--- src/rtl/wb_unit.sv ---
// wb_unit: writeback stage -- source select with load alignment, result FIFO,
// back-pressurable register-file write port, commit pulse and retired-instruction counter.
module wb_unit #(
  parameter int XLEN     = 32,
  parameter int NUM_SRC  = 3,
  parameter int LOAD_IDX = 1,
  parameter int DEPTH    = 2,
  parameter int AW       = 5,
  localparam int SW = $clog2(NUM_SRC),
  localparam int OW = $clog2(XLEN / 8),
  localparam int PW = $clog2(DEPTH)
) (
  input  logic                    clk,
  input  logic                    rst,
  input  logic                    prev_valid,
  output logic                    this_ready,
  input  logic                    in_reg_wen,
  input  logic [AW-1:0]           in_rd,
  input  logic [SW-1:0]           in_sel,
  input  logic [NUM_SRC*XLEN-1:0] in_src,
  input  logic [1:0]              in_ld_size,
  input  logic                    in_ld_unsigned,
  input  logic [OW-1:0]           in_ld_off,
  input  logic [XLEN-1:0]         in_pc,
  output logic                    rf_wen,
  output logic [AW-1:0]           rf_waddr,
  output logic [XLEN-1:0]         rf_wdata,
  input  logic                    rf_wready,
  output logic                    commit_valid,
  output logic [XLEN-1:0]         commit_pc,
  output logic [63:0]             instret
);
  logic [XLEN-1:0] raw, sh, msk, msb, ld, wdata;
  logic [1:0]      sz;
  logic [6:0]      nb;
  logic            neg;
  always_comb begin
    raw = '0;
    for (int i = 0; i < NUM_SRC; i++) raw = (in_sel == SW'(i)) ? in_src[i*XLEN +: XLEN] : raw;
    sh  = raw >> {in_ld_off, 3'b000};
    sz  = (XLEN == 32 && in_ld_size == 2'd3) ? 2'd2 : in_ld_size;
    nb  = 7'd8 << sz;
    msk = (int'(nb) >= XLEN) ? '1 : ~({XLEN{1'b1}} << nb);
    // msb isolates the sign bit of the selected load width
    msb = msk & ~(msk >> 1);
    neg = !in_ld_unsigned && |(sh & msb);
    ld  = neg ? (sh | ~msk) : (sh & msk);
    wdata = (in_sel == SW'(LOAD_IDX)) ? ld : raw;
  end
  logic            wen_q  [DEPTH];
  logic [AW-1:0]   rd_q   [DEPTH];
  logic [XLEN-1:0] data_q [DEPTH];
  logic [XLEN-1:0] pc_q   [DEPTH];
  logic [PW-1:0]   rptr_q, wptr_q;
  logic [PW:0]     cnt_q, cnt_d;
  logic [63:0]     instret_q, instret_d;
  logic            head_valid, push, pop;
  assign head_valid   = cnt_q != '0;
  assign this_ready   = cnt_q != (PW+1)'(DEPTH);
  assign push         = prev_valid & this_ready;
  assign pop          = head_valid & (!wen_q[rptr_q] | rf_wready);
  assign cnt_d        = cnt_q + (PW+1)'(push) - (PW+1)'(pop);
  assign instret_d    = instret_q + 64'(pop);
  assign rf_wen       = head_valid & wen_q[rptr_q];
  assign rf_waddr     = rd_q[rptr_q];
  assign rf_wdata     = data_q[rptr_q];
  assign commit_valid = pop;
  assign commit_pc    = pc_q[rptr_q];
  assign instret      = instret_q;
  always_ff @(posedge clk or posedge rst) begin
    if (rst) begin
      for (int i = 0; i < DEPTH; i++) begin
        wen_q[i]  <= 1'b0;
        rd_q[i]   <= '0;
        data_q[i] <= '0;
        pc_q[i]   <= '0;
      end
      rptr_q    <= '0;
      wptr_q    <= '0;
      cnt_q     <= '0;
      instret_q <= '0;
    end else begin
      if (push) begin
        wen_q[wptr_q]  <= in_reg_wen && (in_rd != '0);
        rd_q[wptr_q]   <= in_rd;
        data_q[wptr_q] <= wdata;
        pc_q[wptr_q]   <= in_pc;
        wptr_q         <= wptr_q + 1'b1;
      end
      if (pop) rptr_q <= rptr_q + 1'b1;
      cnt_q     <= cnt_d;
      instret_q <= instret_d;
    end
  end
endmodule

--- config.mk ---
export PLATFORM = sky130hd
export DESIGN_NAME = wb_unit
export DESIGN_NICKNAME = d
export VERILOG_FILES = /design/src/rtl/wb_unit.sv
export SDC_FILE = /design/constraint.sdc
export NUM_CORES = 1
export LEC_CHECK = 0
export ABC_AREA = 1
export BUFFER_PORTS_ARGS = -buffer_cell sky130_fd_sc_hd__buf_2
export CAP_MARGIN = 20
export CORE_ASPECT_RATIO = 1.25
export CORE_MARGIN = 4
export CORE_UTILIZATION = 54
export DETAILED_ROUTE_END_ITERATION = 10
export PLACE_DENSITY = 0.81
export SLEW_MARGIN = 20
export SYNTH_ARGS = -nofsm -noshare
export SYNTH_HDL_FRONTEND = slang
export SYNTH_SLANG_ARGS = --single-unit
--- constraint.sdc ---
create_clock -name clk -period 7.7 [get_ports clk]
set_input_delay 1.155 -clock clk [delete_from_list [all_inputs] [get_ports clk]]
set_output_delay 1.155 -clock clk [all_outputs]
set_load 0.01 [all_outputs]
==> flow_summary.json <==
{
  "yosysSeqAreaShare": 0.4599,
  "syn_inst": 1557,
  "synth-adder-area-share": 0.004422,
  "dr.pass1.iters": 6,
  "port_buffers": 280,
  "layout_min_cycle_time_ns": 3.958,
  "yosys_most_used_dff": "dfrtp_1",
  "p_leak_nw": 7.452,
  "status": "finished clean",
  "async_reset_ff_frac": 1.000,
  "vdd_drop_max_v": 0.0001904,
  "critPathCaptureType": "flip-flop",
  "hold_viol_final": 0,
  "start_util": 0.5550,
  "ys_warn_count": 0,
  "tightest_slew_ns": 1.093,
  "initialDrtViolationCount": 1033,
  "synth_top_area_cell": "dfrtp_1",
  "holdBufCountCts": 0,
  "synth_top_family_by_area": "simple AND/OR/NAND/NOR gates",
  "setup_viol": 0,
  "powerDensity_mw_per_mm2": 323.6,
  "fmax_mhz": 252.7,
  "rsz0062_at_grt": "false",
  "row_count": 58,
  "vias": 11330,
  "cts_tree": "yes",
  "place_congestion": 0.9767,
  "timing.final.crit_share": 0.5140,
  "dieArea_mm2": 0.02335,
  "wl_mm": 34.79,
  "final.setup.worst_slack_ns": 3.742,
  "ios": 281,
  "synth_top_area_share": 0.4599,
  "relSlewSlack": 0.2711,
  "grt_start_max_net_pins": 129,
  "vias_per_cell": 5.442,
  "htreeDepth": 1,
  "wl_per_cell_um": 16.71,
  "ys_top_cells_by_area": "dfrtp_1 (46%), nand2_1 (22%), nand3_1 (7.0%), o21ai_0 (4.0%), inv_1 (3.8%)",
  "crit_type": "flip-flop to flip-flop",
  "yosys.area_share.simple": 0.3531,
  "area_growth_pct": 19.71,
  "cts_sinks": 208,
  "cap_violations": 0,
  "overflow": 0,
  "cts_resized": 0,
  "critPathRequiredTime_ns": 8.11,
  "grt_pass1_vias": 11070,
  "synth_compound_area_frac": 0.06334,
  "hpwl_mm": 25.41,
  "cts_made_buffers": 21,
  "grt_usage": 0.2962,
  "finalSetupTns_ns": 0,
  "arrival_ns": 4.37,
  "syn_area_per_cell_um2": 7.269,
  "layout_commonest_cell": "nand2_1",
  "synth-edff-count": 0,
  "place_ws_ns": 3.657,
  "route.detailed.drc": 0,
  "layout_common_cells": "nand2_1 (654), buf_2 (280), dfrtp_1 (207)",
  "final_nets": 1947,
  "drv_slew": 0,
  "antenna_left": 0,
  "cp-start-kind": "flip-flop",
  "fin_skew_ns": 0.01928,
  "min_path_type": "flip-flop to flip-flop",
  "ys_types": 35,
  "core_mm2": 0.02039,
  "crit_fanout": 108,
  "clk_latency_ns": 0.51,
  "clk_pin_slew_worst_paths_ns": 0.06,
  "yosys.area_share.xor_xnor": 0.05030,
  "antenna_found_initial": 0,
  "drive_above_1_share": 0.1932,
  "syn-num-nets": 1706,
  "clock_tree.buffer_depth": 3,
  "die_h_um": 169.9,
  "die_x_um": 137.5,
  "synth.area.mux_share": 0.0008844,
  "antenna_cells": 0,
  "ys_ff_latch": 208,
  "post-cts-setup-buffers": 0,
  "clockRootBuffer": "clkbuf_16",
  "syn_area_mm2": 0.01132,
  "grt_pass1_wl_mm": 55.63
}
[layer usage]
layer / share of wire / GRT usage / wire (µm) / vias to the layer above
li1: - / - / - / 5439
met1: 0.39 / 0.3817 / 13600 / 5256
met2: 0.49 / 0.5045 / 17060 / 537
met3: 0.074 / 0.03400 / 2589 / 98
met4: 0.044 / 0.1241 / 1539 / 0
met5: 0 / 0 / 0 / -
[per-stage QoR]
step	std cells	hold slack, ns	cell area (µm²)	utilization	total power [mW]
after floorplan	1557	0.4487	11320	-	2.701
after CTS	2082	0.4820	13550	0.6643	4.412
after global placement	2044	0.4518	12800	0.6276	3.282
after detailed placement	2045	0.4648	12830	0.6290	3.341
after global routing	2082	0.4958	13550	0.6644	4.712
final	2082	0.4813	13550	0.6644	4.384
[final cells by class]
type / count / area, µm²
multi-input combinational: 1160 / 5355
inverter: 122 / 465.4
sequential: 208 / 5209
clock inverter: 9 / 107.6
timing repair buffer: 285 / 1463
tap: 270 / 337.8
fill: 1804 / 6843
clock buffer: 28 / 611.8
[flip-flops by register name, summed over array words and instances (netlist names)]
signal / count
pc_q: 64
data_q: 64
wptr_q: 1
rd_q: 10
instret: 64
rptr_q: 1
wen_q: 2
cnt_q: 2
[report_power, final]
| part | leakage, nW | internal, mW | switching (mW) | total [mW] |
|---|---|---|---|---|
| clock | 0.352 | 0.627 | 0.432 | 1.06 |
| sequential | 2.61 | 1.48 | 0.310 | 1.79 |
| combinational | 4.49 | 0.567 | 0.974 | 1.54 |
| total | 7.45 | 2.67 | 1.72 | 4.38 |
[cell usage after synthesis, types with 17 or more instances]
cell and n:
a21oi_1 27, clkbuf_1 38, dfrtp_1 208, inv_1 114, nand2_1 654, nand3_1 158
nand4_1 22, nor2_1 66, nor3_1 23, o21ai_0 90, xnor2_1 17, xor2_1 48
[final timing paths]
path | slack (ns) | cells past startpoint | startpoint | endpoint
max | 3.74 | 10 | rptr_q | instret[54]
min | 0.48 | 2 | data_q[25] | data_q[25]
max reg2reg | 3.74 | 10 | rptr_q | instret[54]
min reg2reg | 0.48 | 2 | data_q[25] | data_q[25]
max in group asynchronous | 5.58 | 3 | rst | pc_q[49]
min in group asynchronous | 0.78 | 2 | rst | instret[0]
[critical path, cell delays in order (launching register included)]
cell,delay (ns)
dfrtp_4,1.13
mux2i_1,0.35
o22ai_1,0.16
inv_1,0.21
ha_1,0.23
ha_1,0.23
nand3_1,0.21
nor4_2,0.63
nand2_1,0.25
nor4_2,0.26
xor2_1,0.19
[cells by family after synthesis]
logic type / after synthesis
and+or+nand+nor: 954
DFF: 208
buffers and inverters: 189
AOI/OAI and AO/OA: 136
xor gates and xnor gates: 65
adders and majority gates: 4
muxes: 1
Power figures use the tool's default switching activity.
